**src/rtl/spi_pkg.sv**
```systemverilog
`default_nettype none
// spi_pkg: shared SPI mode encodings, mode bit positions and frame FSM type -- rev 1.0
package spi_pkg;

  localparam int SPI_DEFAULT_DW = 8;

  localparam logic [1:0] SPI_MODE0 = 2'b00;
  localparam logic [1:0] SPI_MODE1 = 2'b01;
  localparam logic [1:0] SPI_MODE2 = 2'b10;
  localparam logic [1:0] SPI_MODE3 = 2'b11;

  localparam int CPOL_BIT = 1;
  localparam int CPHA_BIT = 0;

  typedef enum logic [1:0] {
    ST_IDLE   = 2'd0,
    ST_ACTIVE = 2'd1,
    ST_ABORT  = 2'd2
  } frame_state_t;

endpackage
`default_nettype wire

```
**src/rtl/spi_in_sync.sv**
```systemverilog
`default_nettype none
// spi_in_sync: multi-stage synchroniser for an asynchronous pin with rise/fall pulses -- rev 1.0
module spi_in_sync #(
  parameter int   SYNC_STAGES = 2,
  parameter logic INIT        = 1'b0
) (
  input  logic clk,
  input  logic rst,
  input  logic async_in,
  output logic sync_out,
  output logic rise,
  output logic fall
);

  logic [SYNC_STAGES-1:0] sync_q;
  logic                   prev_q;

  always_ff @(posedge clk or posedge rst) begin
    if (rst) begin
      sync_q <= {SYNC_STAGES{INIT}};
      prev_q <= INIT;
    end else begin
      sync_q <= {sync_q[SYNC_STAGES-2:0], async_in};
      prev_q <= sync_q[SYNC_STAGES-1];
    end
  end

  assign sync_out = sync_q[SYNC_STAGES-1];
  assign rise     = sync_out & ~prev_q;
  assign fall     = ~sync_out & prev_q;

endmodule
`default_nettype wire

```
**src/rtl/spi_slave_engine.sv**
```systemverilog
`default_nettype none
// spi_slave_engine: oversampled SPI target, all four modes, MSB/LSB first, valid/ready byte ports -- rev 1.0
module spi_slave_engine
  import spi_pkg::*;
#(
  parameter int DATA_WIDTH  = SPI_DEFAULT_DW,
  parameter int SYNC_STAGES = 2
) (
  input  logic                  clk,
  input  logic                  rst,
  input  logic                  spi_enable,
  input  logic [1:0]            spi_mode,
  input  logic                  spi_msb_first,
  input  logic [DATA_WIDTH-1:0] tx_data,
  input  logic                  tx_valid,
  output logic                  tx_ready,
  output logic [DATA_WIDTH-1:0] rx_data,
  output logic                  rx_valid,
  input  logic                  rx_ready,
  input  logic                  spi_sck,
  input  logic                  spi_cs,
  input  logic                  spi_mosi,
  output logic                  spi_miso,
  output logic                  spi_miso_oe,
  output logic                  spi_busy,
  output logic                  tx_underrun,
  output logic                  rx_overrun,
  output logic [15:0]           spi_tx_count,
  output logic [15:0]           spi_rx_count
);

  localparam int            CW       = (DATA_WIDTH > 1) ? $clog2(DATA_WIDTH) : 1;
  localparam logic [CW-1:0] LAST_BIT = CW'(DATA_WIDTH - 1);

  logic sck_sync, sck_rise, sck_fall;
  logic cs_sync, cs_rise, cs_fall;
  logic mosi_sync, mosi_rise, mosi_fall;

  // CS chain resets to "selected" so a CS already low when reset releases never looks like a fresh fall.
  spi_in_sync #(.SYNC_STAGES(SYNC_STAGES), .INIT(1'b0)) u_sync_sck (
    .clk(clk), .rst(rst), .async_in(spi_sck), .sync_out(sck_sync), .rise(sck_rise), .fall(sck_fall));
  spi_in_sync #(.SYNC_STAGES(SYNC_STAGES), .INIT(1'b0)) u_sync_cs (
    .clk(clk), .rst(rst), .async_in(spi_cs), .sync_out(cs_sync), .rise(cs_rise), .fall(cs_fall));
  spi_in_sync #(.SYNC_STAGES(SYNC_STAGES), .INIT(1'b0)) u_sync_mosi (
    .clk(clk), .rst(rst), .async_in(spi_mosi), .sync_out(mosi_sync), .rise(mosi_rise), .fall(mosi_fall));

  logic unused_sync_bits;
  assign unused_sync_bits = ^{sck_sync, cs_rise, mosi_rise, mosi_fall};

  frame_state_t state, state_nxt;

  logic                  cpol_q, cpha_q, msb_q;
  logic [DATA_WIDTH-1:0] hold_q, shifter_q, rx_shift_q;
  logic                  hold_full_q, from_hold_q, underrun_pend_q;
  logic [CW-1:0]         bit_cnt_q;

  always_ff @(posedge clk or posedge rst) begin
    if (rst) state <= ST_IDLE;
    else     state <= state_nxt;
  end

  always_comb begin
    state_nxt = state;
    case (state)
      ST_IDLE:   if (cs_fall && spi_enable) state_nxt = ST_ACTIVE;
      ST_ACTIVE: if (cs_sync || !spi_enable) state_nxt = ST_ABORT;
      ST_ABORT:  state_nxt = ST_IDLE;
      default:   state_nxt = ST_IDLE;
    endcase
  end

  logic start, active, lead, trail, sample, advance;
  logic load_start, load_lead1, load_trail, load, shift, complete;
  logic [DATA_WIDTH-1:0] rx_next;

  assign start   = (state == ST_IDLE) && (state_nxt == ST_ACTIVE);
  assign active  = (state == ST_ACTIVE) && (state_nxt == ST_ACTIVE);
  assign lead    = cpol_q ? sck_fall : sck_rise;
  assign trail   = cpol_q ? sck_rise : sck_fall;
  assign sample  = active && (cpha_q ? trail : lead);
  assign advance = active && (cpha_q ? lead : trail);

  // CPHA=0 reloads on the trailing edge that follows a completed word (counter already wrapped).
  assign load_start = start && !spi_mode[CPHA_BIT];
  assign load_lead1 = advance && cpha_q && (bit_cnt_q == '0);
  assign load_trail = advance && !cpha_q && (bit_cnt_q == '0);
  assign load       = load_start || load_lead1 || load_trail;
  assign shift      = advance && !load;
  assign complete   = sample && (bit_cnt_q == LAST_BIT);

  assign rx_next = msb_q ? {rx_shift_q[DATA_WIDTH-2:0], mosi_sync}
                         : {mosi_sync, rx_shift_q[DATA_WIDTH-1:1]};

  assign tx_ready = spi_enable && !hold_full_q;

  always_ff @(posedge clk or posedge rst) begin
    if (rst) begin
      cpol_q          <= 1'b0;
      cpha_q          <= 1'b0;
      msb_q           <= 1'b0;
      hold_q          <= '0;
      hold_full_q     <= 1'b0;
      shifter_q       <= '0;
      from_hold_q     <= 1'b0;
      underrun_pend_q <= 1'b0;
      rx_shift_q      <= '0;
      bit_cnt_q       <= '0;
      rx_data         <= '0;
      rx_valid        <= 1'b0;
      tx_underrun     <= 1'b0;
      rx_overrun      <= 1'b0;
      spi_tx_count    <= '0;
      spi_rx_count    <= '0;
    end else begin
      tx_underrun <= 1'b0;
      rx_overrun  <= 1'b0;

      if (start) begin
        cpol_q    <= spi_mode[CPOL_BIT];
        cpha_q    <= spi_mode[CPHA_BIT];
        msb_q     <= spi_msb_first;
        bit_cnt_q <= '0;
      end
      if (state == ST_ABORT) begin
        bit_cnt_q       <= '0;
        underrun_pend_q <= 1'b0;
      end

      if (tx_valid && tx_ready) begin
        hold_q      <= tx_data;
        hold_full_q <= 1'b1;
      end

      if (load) begin
        if (hold_full_q) begin
          shifter_q   <= hold_q;
          hold_full_q <= 1'b0;
          from_hold_q <= 1'b1;
        end else begin
          shifter_q   <= '1;
          from_hold_q <= 1'b0;
        end
      end else if (shift) begin
        shifter_q <= msb_q ? (shifter_q << 1) : (shifter_q >> 1);
      end

      // An empty-buffer reload after a word is only reported once the next word really begins.
      if ((load_start || load_lead1) && !hold_full_q) tx_underrun <= 1'b1;
      if (load_trail) underrun_pend_q <= !hold_full_q;
      if (sample && underrun_pend_q) begin
        tx_underrun     <= 1'b1;
        underrun_pend_q <= 1'b0;
      end

      if (rx_valid && rx_ready) rx_valid <= 1'b0;

      if (sample) begin
        rx_shift_q <= rx_next;
        bit_cnt_q  <= complete ? '0 : bit_cnt_q + CW'(1);
      end
      if (complete) begin
        if (!rx_valid || rx_ready) begin
          rx_data      <= rx_next;
          rx_valid     <= 1'b1;
          spi_rx_count <= spi_rx_count + 16'd1;
        end else begin
          rx_overrun <= 1'b1;
        end
        if (from_hold_q) spi_tx_count <= spi_tx_count + 16'd1;
      end
    end
  end

  assign spi_busy    = (state == ST_ACTIVE);
  assign spi_miso_oe = (state == ST_ACTIVE);
  assign spi_miso    = spi_miso_oe && (msb_q ? shifter_q[DATA_WIDTH-1] : shifter_q[0]);

endmodule
`default_nettype wire

```
**config.mk**
```make
export PLATFORM = sky130hd
export DESIGN_NAME = spi_slave_engine
export DESIGN_NICKNAME = d
export VERILOG_FILES = /design/src/rtl/spi_pkg.sv /design/src/rtl/spi_in_sync.sv /design/src/rtl/spi_slave_engine.sv
export SDC_FILE = /design/constraint.sdc
export NUM_CORES = 1
export LEC_CHECK = 0
export CORE_MARGIN = 4
export CORE_UTILIZATION = 40
export CTS_BUF_LIST = sky130_fd_sc_hd__clkbuf_4 sky130_fd_sc_hd__clkbuf_8 sky130_fd_sc_hd__clkbuf_16
export DETAILED_ROUTE_END_ITERATION = 10
export DONT_BUFFER_PORTS = 1
export PLACE_DENSITY = 0.54
export SYNTH_ARGS = -nofsm -noshare
export SYNTH_HDL_FRONTEND = slang
export SYNTH_HIERARCHICAL = 1
export SYNTH_SLANG_ARGS = --single-unit
```
**constraint.sdc**
```tcl
create_clock -name clk -period 2.7 [get_ports clk]
set_input_delay 0.135 -clock clk [delete_from_list [all_inputs] [get_ports clk]]
set_output_delay 0.135 -clock clk [all_outputs]
set_load 0.01 [all_outputs]
```
==> impl_metrics.env <==
export IMPL_status="finished, final reports clean"
export IMPL_first_global_vias=2527
export IMPL_synth_cells=340
export IMPL_syn_nets=364
export IMPL_pre_cts_slack_ns=0.417
export IMPL_clk_pin_slew_ns=0.08
export IMPL_drtAntennaViolNets=0
export IMPL_layout_drive_gt1_share=0.154
export IMPL_grt_overflow=0
export IMPL_cts_max_level=3
export IMPL_n_antenna_cell=0
export IMPL_worst_pin_slew_ns=1.05
export IMPL_period_minus_slack_ns=2.29
export IMPL_vias=2539
export IMPL_antenna_found_initial=0
export IMPL_setup_violations_final=0
export IMPL_cts_root_buf="clkbuf_8"
export IMPL_crit_path_max_fanout=20
export IMPL_drt_initial_drc_count=82
export IMPL_slew_viol_final=0
export IMPL_hold_path_class="in -> reg"
export IMPL_multi_input_area_um2=1600
export IMPL_drc=0
export IMPL_clk_latency_ns=0.36
export IMPL_vias_per_cell=5.09
export IMPL_drv_cap=0
export IMPL_fin_worst_skew_ns=0.0152
export IMPL_clk_path_buf_depth=2
export IMPL_setup_ws_ns=0.415
export IMPL_synth_area_per_cell_um2=11.3
export IMPL_row_count=35
export IMPL_drt_pass1_iter_count=5
export IMPL_cp_data_required_time_ns=2.98
export IMPL_ir_drop_uv=312
export IMPL_crit_type="reg -> reg"
export IMPL_clock_sinks=86
export IMPL_die_y_um=106
export IMPL_hpwl_um=5580
export IMPL_arrival_ns=2.56
export IMPL_nFillCells=865
export IMPL_powerDensity_nw_per_um2=680
export IMPL_max_freq_mhz=438
export IMPL_grtUsageTotal=0.146
export IMPL_num_io_pins=66
export IMPL_final_period_utilization=0.846
export IMPL_cts_buffers=9
export IMPL_synthesis_area_um2=3840
export IMPL_critPathLaunchType="register"
export IMPL_postCtsSetupRepairBufs=0
export IMPL_relSlewSlack=0.294
export IMPL_seqCellArea_um2=2150
export IMPL_timing_final_hold_violations=0
export IMPL_yosys_warnings=6
export IMPL_port_buffers=0
export IMPL_drt_wirelength_per_cell_um=15.9
export IMPL_dieWidth_um=106
export IMPL_die_area_um2=11200
export IMPL_rsz0062_at_grt="no"
export IMPL_cts_tree="done"
export IMPL_grt_max_degree=41
export IMPL_setup_tns_ns=0
export IMPL_worst_setup_path_end_kind="register"
export IMPL_initial_core_util=0.414
export IMPL_postCtsResizedCells=0
export IMPL_grt_first_pass_wirelength_um=13100
export IMPL_drt_wl_total_um=7930
export IMPL_layout_nets=389
export IMPL_leakage_nw=1.99
export IMPL_gp_congestion=0.843
export IMPL_ctsHoldBuffers=16
export IMPL_coreArea_um2=9280
export IMPL_area_delta_synth_final_pct=13.9
[final cells by class]
cell class	count	area share
well taps	129	0.0369
flip-flops and latches	86	0.492
inverters	11	0.00972
clock inverters	6	0.0103
repair buffers	25	0.0549
clock buffers	10	0.0300
multi-input cells	232	0.366
[sequential cells by signal, indices dropped and copies added (netlist names), 2 cells and up]
register,count
bit_cnt_q,3
hold_q,8
rx_data,8
rx_shift_q,8
shifter_q,8
spi_rx_count,16
spi_tx_count,16
state,2
u_sync_cs/sync_q,2
u_sync_mosi/sync_q,2
u_sync_sck/sync_q,2
[cells in the final DEF, fill, tap and decap left out, types with 4 or more instances in the layout]
master / instances
xnor2_1: 19
dfrtp_1: 86
ha_1: 5
a211oi_1: 5
nand4_1: 10
buf_4: 8
xor2_1: 11
inv_1: 10
mux2_2: 16
dlygate4sd3_1: 16
a21oi_1: 19
and3_1: 4
nand3_1: 12
clkbuf_8: 9
nor2_1: 30
o21ai_0: 6
nand2_1: 34
o22ai_1: 5
nand2b_1: 6
mux2i_1: 16
[power breakdown]
| group | total, W | switching [W] | internal [W] |
|---|---|---|---|
| Combinational | 0.000481 | 0.000224 | 0.000257 |
| Sequential | 0.00165 | 0.000176 | 0.00147 |
| Clock | 0.000842 | 0.000492 | 0.000350 |
[critical path, stage by stage (launching register included)]
cell     delay (ns)
dfrtp_1        0.39
ha_1           0.17
ha_1           0.24
nand2_1        0.11
nor3b_2        0.85
and4_1         0.31
xor2_1         0.14
[final timing paths]
| kind | endpoint | cells past startpoint | slack, ns | start |
|---|---|---|---|---|
| min reg2reg | u_sync_sck/sync_q[1] | 0 | 0.36 | u_sync_sck/sync_q[0] |
| max | spi_rx_count[3] | 6 | 0.41 | bit_cnt_q[0] |
| min in group asynchronous | u_sync_mosi/sync_q[1] | 2 | 0.12 | rst |
| min | rx_overrun | 2 | 0.08 | rx_ready |
| max reg2reg | spi_rx_count[3] | 6 | 0.41 | bit_cnt_q[0] |
| max in group asynchronous | spi_rx_count[5] | 3 | 1.69 | rst |
[routing by layer]
layer,global-route usage,vias to the layer above,routed length (um)
li1,-,1234,-
met1,0.204,1239,3880
met4,0.0472,0,95
met2,0.214,57,3450
met3,0.0492,9,502
met5,0,-,0
[per-stage QoR]
stage	instance area [um2]	util	total power, W	instances	hold WS [ns]
final	4380	0.471	0.00297	499	0.0772
after global routing	4380	0.471	0.00314	499	0.0980
after CTS	4380	0.471	0.00300	499	0.0747
after detailed placement	4040	0.435	0.00214	467	-0.117
after global placement	4040	0.435	0.00213	467	-0.117
after floorplan	3840	-	0.00200	340	-0.124
(Power assumes the default switching activity.)
